==> src/rtl/pool_window_sequencer.sv <==
// 2x2 stride-2 max-pool sequencer: walks every window of a CHANNELS x IN_DIM x IN_DIM map,
// issues four single-cycle reads per window and writes the unsigned maximum to the flatten buffer.
module pool_window_sequencer #(
  parameter int BITWIDTH = 8,
  parameter int CHANNELS = 4,
  parameter int IN_DIM   = 16,
  localparam int RD_AW   = $clog2(CHANNELS * IN_DIM * IN_DIM),
  localparam int WR_AW   = $clog2(CHANNELS * IN_DIM * IN_DIM / 4)
) (
  input  logic                clk,
  input  logic                reset,
  input  logic                start,
  output logic                rd_en,
  output logic [RD_AW-1:0]    rd_addr,
  input  logic [BITWIDTH-1:0] rd_data,
  output logic                wr_en,
  output logic [WR_AW-1:0]    wr_addr,
  output logic [BITWIDTH-1:0] wr_data,
  output logic                busy,
  output logic                done
);

  // state | meaning
  // IDLE  | waiting for start (ignored while the done pulse is up)
  // RD0-3 | read window pixels (r,c) (r,c+1) (r+1,c) (r+1,c+1)
  // CMP   | fold last sample into max, register the write
  // FIN   | last write on the bus, done follows
  typedef enum logic [2:0] {
    S_IDLE = 3'd0,
    S_RD0  = 3'd1,
    S_RD1  = 3'd2,
    S_RD2  = 3'd3,
    S_RD3  = 3'd4,
    S_CMP  = 3'd5,
    S_FIN  = 3'd6
  } state_t;

  localparam int HALF_AW = $clog2(IN_DIM / 2);
  localparam logic [RD_AW-1:0] PC_MASK  = RD_AW'(IN_DIM / 2 - 1);
  localparam logic [RD_AW-1:0] ROW_STEP = RD_AW'(IN_DIM);
  localparam logic [WR_AW-1:0] LAST_WIN = {WR_AW{1'b1}};

  state_t              state_q, state_d;
  logic [WR_AW-1:0]    win_q, win_d;
  logic [BITWIDTH-1:0] acc_q, acc_d;
  logic                wr_en_q, wr_en_d;
  logic [WR_AW-1:0]    wr_addr_q, wr_addr_d;
  logic [BITWIDTH-1:0] wr_data_q, wr_data_d;
  logic                done_q, done_d;

  logic [RD_AW-1:0]    win_ext;
  logic [RD_AW-1:0]    base;
  logic [BITWIDTH-1:0] cmp_max;
  logic                last_win;

  // Window index is {c, pr, pc}; the base doubles pr and pc into row/column.
  assign win_ext  = RD_AW'(win_q);
  assign base     = ((win_ext >> HALF_AW) << (HALF_AW + 2)) | ((win_ext & PC_MASK) << 1);
  assign cmp_max  = (rd_data > acc_q) ? rd_data : acc_q;
  assign last_win = (win_q == LAST_WIN);

  always_ff @(posedge clk) begin
    if (reset) begin
      state_q   <= S_IDLE;
      win_q     <= '0;
      acc_q     <= '0;
      wr_en_q   <= 1'b0;
      wr_addr_q <= '0;
      wr_data_q <= '0;
      done_q    <= 1'b0;
    end else begin
      state_q   <= state_d;
      win_q     <= win_d;
      acc_q     <= acc_d;
      wr_en_q   <= wr_en_d;
      wr_addr_q <= wr_addr_d;
      wr_data_q <= wr_data_d;
      done_q    <= done_d;
    end
  end

  always_comb begin
    state_d   = state_q;
    win_d     = win_q;
    acc_d     = acc_q;
    wr_en_d   = 1'b0;
    wr_addr_d = wr_addr_q;
    wr_data_d = wr_data_q;
    done_d    = (state_q == S_FIN);
    unique case (state_q)
      S_IDLE: begin
        if (start && !done_q) begin
          state_d = S_RD0;
          win_d   = '0;
        end
      end
      S_RD0: state_d = S_RD1;
      // Read data lags rd_en by one cycle, so RD1 sees the RD0 sample.
      S_RD1: begin
        state_d = S_RD2;
        acc_d   = rd_data;
      end
      S_RD2: begin
        state_d = S_RD3;
        acc_d   = cmp_max;
      end
      S_RD3: begin
        state_d = S_CMP;
        acc_d   = cmp_max;
      end
      S_CMP: begin
        state_d   = last_win ? S_FIN : S_RD0;
        wr_en_d   = 1'b1;
        wr_addr_d = win_q;
        wr_data_d = cmp_max;
        win_d     = win_q + WR_AW'(1);
      end
      S_FIN:   state_d = S_IDLE;
      default: state_d = S_IDLE;
    endcase
  end

  always_comb begin
    rd_en   = 1'b0;
    rd_addr = '0;
    busy    = (state_q != S_IDLE);
    unique case (state_q)
      S_RD0: begin
        rd_en   = 1'b1;
        rd_addr = base;
      end
      S_RD1: begin
        rd_en   = 1'b1;
        rd_addr = base + RD_AW'(1);
      end
      S_RD2: begin
        rd_en   = 1'b1;
        rd_addr = base + ROW_STEP;
      end
      S_RD3: begin
        rd_en   = 1'b1;
        rd_addr = base + ROW_STEP + RD_AW'(1);
      end
      default: begin
        rd_en   = 1'b0;
        rd_addr = '0;
      end
    endcase
  end

  assign wr_en   = wr_en_q;
  assign wr_addr = wr_addr_q;
  assign wr_data = wr_data_q;
  assign done    = done_q;

endmodule

==> config.mk <==
export PLATFORM = sky130hd
export DESIGN_NAME = pool_window_sequencer
export DESIGN_NICKNAME = d
export VERILOG_FILES = /design/src/rtl/pool_window_sequencer.sv
export SDC_FILE = /design/constraint.sdc
export NUM_CORES = 1
export LEC_CHECK = 0
export CORE_UTILIZATION = 50
export CTS_BUF_LIST = sky130_fd_sc_hd__clkbuf_8 sky130_fd_sc_hd__clkbuf_16
export CTS_CLUSTER_SIZE = 28
export DETAILED_ROUTE_END_ITERATION = 6
export PLACE_DENSITY = 0.89
export SLEW_MARGIN = 20
export SYNTH_ARGS = -nofsm -noshare
export SYNTH_HDL_FRONTEND = slang
export SYNTH_SLANG_ARGS = --single-unit
==> constraint.sdc <==
create_clock -name clk -period 4.7 [get_ports clk]
set_clock_uncertainty 0.05 [all_clocks]
set_input_delay 0.94 -clock clk [delete_from_list [all_inputs] [get_ports clk]]
set_output_delay 0.94 -clock clk [all_outputs]
set_load 0.01 [all_outputs]
==> results of run 1 <==
## flip-flops by register name, summed over array words and instances (netlist names)
name     count
win_q        8
wr_en        1
acc_q        8
state_q      3
done         1
wr_data      8
wr_addr      8
## worst max path at each step
stage	from	endpoint	slack [ps]
finish	state_q[0]	rd_addr[2]	1350
global route	state_q[0]	rd_addr[6]	1230
CTS	state_q[0]	rd_addr[6]	1370
detailed placement	rd_data[3]	acc_q[0]	1250
global placement	rd_data[3]	acc_q[1]	1410
floorplan	rd_data[1]	acc_q[0]	1970
## power groups by stage
stage	Clock, mW	Combinational [mW]	Sequential, mW
2_1_floorplan	0	0.114	0.341
3_3_place_gp	0	0.142	0.349
3_5_place_dp	0	0.147	0.350
4_1_cts	0.223	0.150	0.342
5_1_grt	0.240	0.167	0.345
6_report	0.222	0.150	0.343
## layer usage
layer	GRT usage (%)	vias up
met5	0	-
met4	10.51	0
met3	3.750	7
met2	38.43	62
met1	30.01	785
li1	-	885
## critical path, delay by kind of cell, from the launching register on
kind,cells,cell delay (ps)
buffers and inverters,1,540
flip-flops,1,640
AND/OR/NAND/NOR,3,890
## stage by stage
stage / util (%) / total power, mW / instances / hold WS [ps]
finish: 66.06 / 0.7148 / 316 / 403.2
global route: 66.06 / 0.7523 / 316 / 425.4
CTS: 66.06 / 0.7154 / 316 / 407.1
detailed placement: 63.70 / 0.4970 / 309 / 397.1
global placement: 63.70 / 0.4911 / 309 / 393.1
floorplan: - / 0.4547 / 232 / 411.9
## kinds of logic after synthesis
logic type	Yosys count
AOI/OAI and AO/OA	52
xor gates and xnor gates	1
adders and majority gates	9
buffers and inverters	27
DFF	37
muxes	11
and+or+nand+nor	95
## cell usage in the layout, fill, tap and decap left out, types with 2 or more instances in the layout
cell type / n
clkdlybuf4s50_1: 40
dfxtp_1: 37
nor2_1: 27
nand2_1: 25
a21oi_1: 21
inv_1: 14
nor3_1: 12
and2_1: 10
a211oi_1: 10
mux2i_1: 9
ha_1: 9
nand3_1: 7
a211oi_2: 6
clkbuf_8: 6
o21ai_0: 3
inv_2: 2
nand2b_1: 2
nand4_1: 2
or2_1: 2
and3_1: 2
mux2_1: 2
## layout make-up
type	count	area, sq um	area share (%)
Tap cell	48	60.06	2.483
Timing Repair Buffer	41	407.9	16.86
Clock buffer	6	82.58	3.414
Multi-Input combinational cell	168	1067	44.13
Sequential cell	37	740.7	30.63
Clock inverter	1	3.754	0.1552
Inverter	15	56.30	2.328
==> impl_metrics.ini, run 1 <==
[run_status]
status = complete, no violations

[routing]
via_per_inst = 5.503
dr_wl_met3_microns = 232
m1WireLength_microns = 1896
drt_iter0_markers = 101
dr.max_layer_used = met4
wl_microns = 4279
vias = 1739
post_drt_wl_per_cell_microns = 13.54
antenna_left = 0
drcViolationCount = 0
wl_met2_microns = 2087
firstDrtPassIters = 5

[synthesis]
synth_compound_area_share_pct = 19.69
synth_cell_types = 42
synthMuxAreaShare_pct = 5.867
synth_simple_gate_area_share_pct = 23.73
synth_common_cells = dfxtp_1, nor2_1, nand2_1
syn_inst = 232
synth_warnings = 0
synth_area_leaders = dfxtp_1, ha_1, a21oi_1
synthAdderAreaFrac_pct = 5.867
synth_top_cell_by_area = dfxtp_1
ys_ff_latch = 37
syn_area_sq_um = 1919
synth_top_area_share_pct = 38.59
synthArstFlopShare_pct = 0
synth_top_family_by_area = simple AND/OR/NAND/NOR gates
synth_most_common_cell = dfxtp_1
synth_fp_nets = 252
synth-main-ff-cell = dfxtp_1
synth_xor_area_share_pct = 0.4563
yosysSeqAreaShare_pct = 38.59
synth-edff-count = 0
avgSynthCellArea_sq_um = 8.273

[pwr]
swShare_pct = 28.73
p_leak_nw = 0.8831
pwr-share-comb_pct = 21.0
ir_drop_mv = 0.1609
power.internal_mw = 0.5094
pwr-share-clk_pct = 31.0
p_switching_mw = 0.2054
power.density_nw_per_um2 = 295.6
seq_power_share_pct = 48.0

[timing]
rsz0062_at_grt = no
slew_viol_final = 0
timing.slew.headroom_pct = 32.63
setup-violations-final = 0
setup_ws_ps = 1354
fin_tns_setup_ps = 0
fin_crit_ps = 3346
finalHoldViolations = 0
max_freq_mhz = 298.8
period_share_pct = 71.20
tightestPinTransition_ps = 1011

[worst_setup_path]
path_class = reg2out
critPathCaptureType = output pin
cp_data_arrival_time_ps = 2360
critPathMaxFanout = 14
critPathMaxStageDelay_ps = 640
rr_worst_depth = 8
timing.rr.start = acc_q[7]
crit_path_top_delay_cell = dfxtp_1
crit_path_cell_trace = nor3_1 -> nor2_1 -> and2_1 -> clkdlybuf4s50_1
required_ps = 3710
worstReg2RegEnd = acc_q[5]
rrSetupSlack_ps = 2230
startpoint_type = flip-flop

[placement]
place_congestion = 0.8402
dp_slack_ps = 1255
hpwl_microns = 2978
io_buffers = 40
dpl_cell_area_sq_um = 2332

[final_layout]
drive_gt1_share_pct = 7.463
n_fill_cell = 324
area_delta_synth_final_pct = 26.01
antenna_cells = 0
nNetsFinal = 288
fin_area_sq_um = 2419

[global_route]
antenna_found_initial = 0
grt_pass1_wl_microns = 7320
overflow = 0
grt_max_degree = 29
grt_usage_pct = 23.42
grt_pass1_vias = 1519

[min_path]
hold_path_class = reg2reg
hp-start = wr_addr[5]
min_path_cells = 2
min_to = wr_addr[5]

[clocking]
clock-sinks = 37
clk_path_buf_depth = 2
hold_buffers = 0
cts_tree = yes
cts_setup_buffers = 0
root_buffer = clkbuf_8
clkTransAtPathRegs_ps = 70
cts-buffers-inserted = 5
htreeDepth = 2
clock_latency_ps = 290
cts_resized = 0

[floorplan]
io_pins = 41
start_util_pct = 52.43
row_count = 22
core_area_sq_um = 3661
die-area_sq_um = 4090
die_h_microns = 63.96
die_x_microns = 63.96

[flow_run]
drv_cap = 0
(Power assumes the default switching activity.)
==> run 2: changes to the inputs <==
clock period = 3.2 ns   (was 4.7 ns; I/O delays follow)
==> run 2 against run 1 <==
  * Critical path depth is the same
  * First-iteration DRC count shrank 39%
  * Final cell count grew 1.6%
  * Clock power grew 60%
  * Flip-flop and latch count is the same
  * Utilization grew 1.2 points
  * Global-route usage shrank 0.21 points
  * Clock-buffer cell count grew 1
  * Final area grew 1.9%
  * Hold slack gained 4.3 ps
  * Largest cell class unchanged
==> impl_metrics.ini, run 2 (synthesis gave the netlist of run 1 again) <==
[routing]
post_drt_wl_per_cell_microns = 13.32
antenna_left = 0
drcViolationCount = 0
drt_iter0_markers = 62
wl_microns = 4277
firstDrtPassIters = 4
via_per_inst = 5.486
vias = 1761

[timing]
fin_tns_setup_ps = 0
setup-violations-final = 0
finalHoldViolations = 0
max_freq_mhz = 340.1
rsz0062_at_grt = no
tightestPinTransition_ps = 548.6
setup_ws_ps = 260.0
period_share_pct = 91.87
timing.slew.headroom_pct = 63.29
slew_viol_final = 0
worst_hold_slack_ps = 407.5
fin_crit_ps = 2940

[clocking]
htreeDepth = 2
cts-buffers-inserted = 5
cts_setup_buffers = 0
clock-sinks = 37
cts_resized = 0
root_buffer = clkbuf_8
hold_buffers = 0
clk_path_buf_depth = 2
cts_tree = yes
clkTransAtPathRegs_ps = 70
clock_latency_ps = 290

[pwr]
finalPower_mw = 1.086
p_leak_nw = 0.9096
power.density_nw_per_um2 = 440.9
ir_drop_mv = 0.2344

[worst_setup_path]
startpoint = state_q[1]
path_class = reg2out
cp_data_arrival_time_ps = 2250
rrSetupSlack_ps = 860
critPathMaxFanout = 13
critPathCaptureType = output pin
timing.rr.start = acc_q[1]
startpoint_type = flip-flop
worstReg2RegEnd = acc_q[1]
rr_worst_depth = 8
required_ps = 2510
worstSetupEndpoint = rd_addr[3]

[final_layout]
nNetsFinal = 292
n_fill_cell = 309
layout_common_cells = clkdlybuf4s50_1, dfxtp_1, nor2_1
layout_commonest_cell = clkdlybuf4s50_1
area_delta_synth_final_pct = 28.36
drive_gt1_share_pct = 9.524
final_cells = 321
antenna_cells = 0

[floorplan]
row_count = 22
die_x_microns = 63.96
die-area_sq_um = 4090
io_pins = 41
start_util_pct = 52.43
die_h_microns = 63.96
core_area_sq_um = 3661

[placement]
io_buffers = 40
place_inst = 313
dp_slack_ps = 169.6
hpwl_microns = 3026
place_congestion = 0.8462

[global_route]
grt_pass1_wl_microns = 7327
grt_pass1_vias = 1618
grt_usage_pct = 23.20
grt_max_degree = 18
antenna_found_initial = 0
overflow = 0

[min_path]
hold_path_class = reg2reg
hp-start = wr_addr[7]

[flow_run]
drv_cap = 0

[run_status]
status = complete, no violations
run 2: stage by stage:
step	cell area, sq um	util, %
6_report	2464	67.29
5_1_grt	2464	67.29
4_1_cts	2464	67.29
3_5_place_dp	2362	64.52
3_3_place_gp	2362	64.52
2_1_floorplan	1919	-
run 2: area by class of cell:
| cell class | instances | area [sq um] | area share [%] |
|---|---|---|---|
| Multi-Input combinational cell | 168 | 1067 | 43.32 |
| Sequential cell | 37 | 740.7 | 30.07 |
| Tap cell | 48 | 60.06 | 2.438 |
| Clock buffer | 7 | 96.34 | 3.911 |
| Timing Repair Buffer | 45 | 437.9 | 17.78 |
| Inverter | 15 | 56.30 | 2.285 |
| Clock inverter | 1 | 5.005 | 0.2031 |
run 2: metal layers:
metal	vias to the layer above	share of wire (%)	GRT usage (%)
met4	0	2.2	10.80
met1	804	45	29.78
met5	-	0	0
li1	891	-	-
met3	10	5.4	5.714
met2	56	47	36.30
run 2: critical path: stages (launching register included):
cell and delay, ps:
dfxtp_1 580, nor3_1 160, nor2_1 470, and2_1 200
clkdlybuf4s50_1 540
run 2: worst min path at each step:
| stage | cells after the start | end | slack (ps) |
|---|---|---|---|
| 2_1_floorplan | 2 | wr_addr[5] | 410 |
| 3_3_place_gp | 2 | wr_addr[5] | 390 |
| 3_5_place_dp | 2 | wr_addr[7] | 400 |
| 4_1_cts | 2 | wr_addr[7] | 410 |
| 5_1_grt | 2 | wr_addr[7] | 440 |
| 6_report | 2 | wr_addr[7] | 410 |
run 2: power breakdown:
group	switching, mW	internal (mW)	leakage (nW)	total, mW
sequential	0.0188	0.479	0.299	0.498
clock	0.162	0.194	0.0542	0.356
combinational	0.126	0.106	0.556	0.232
==> run 3: changes to the inputs <==
CAP_MARGIN = 20   (was not set)
CTS_BUF_LIST = sky130_fd_sc_hd__clkbuf_4 sky130_fd_sc_hd__clkbuf_8   (was sky130_fd_sc_hd__clkbuf_8 sky130_fd_sc_hd__clkbuf_16)
SLEW_MARGIN = not set   (was 20)
==> results of run 3 <==
Final layout, timing and power as in run 2 (identical DEF).
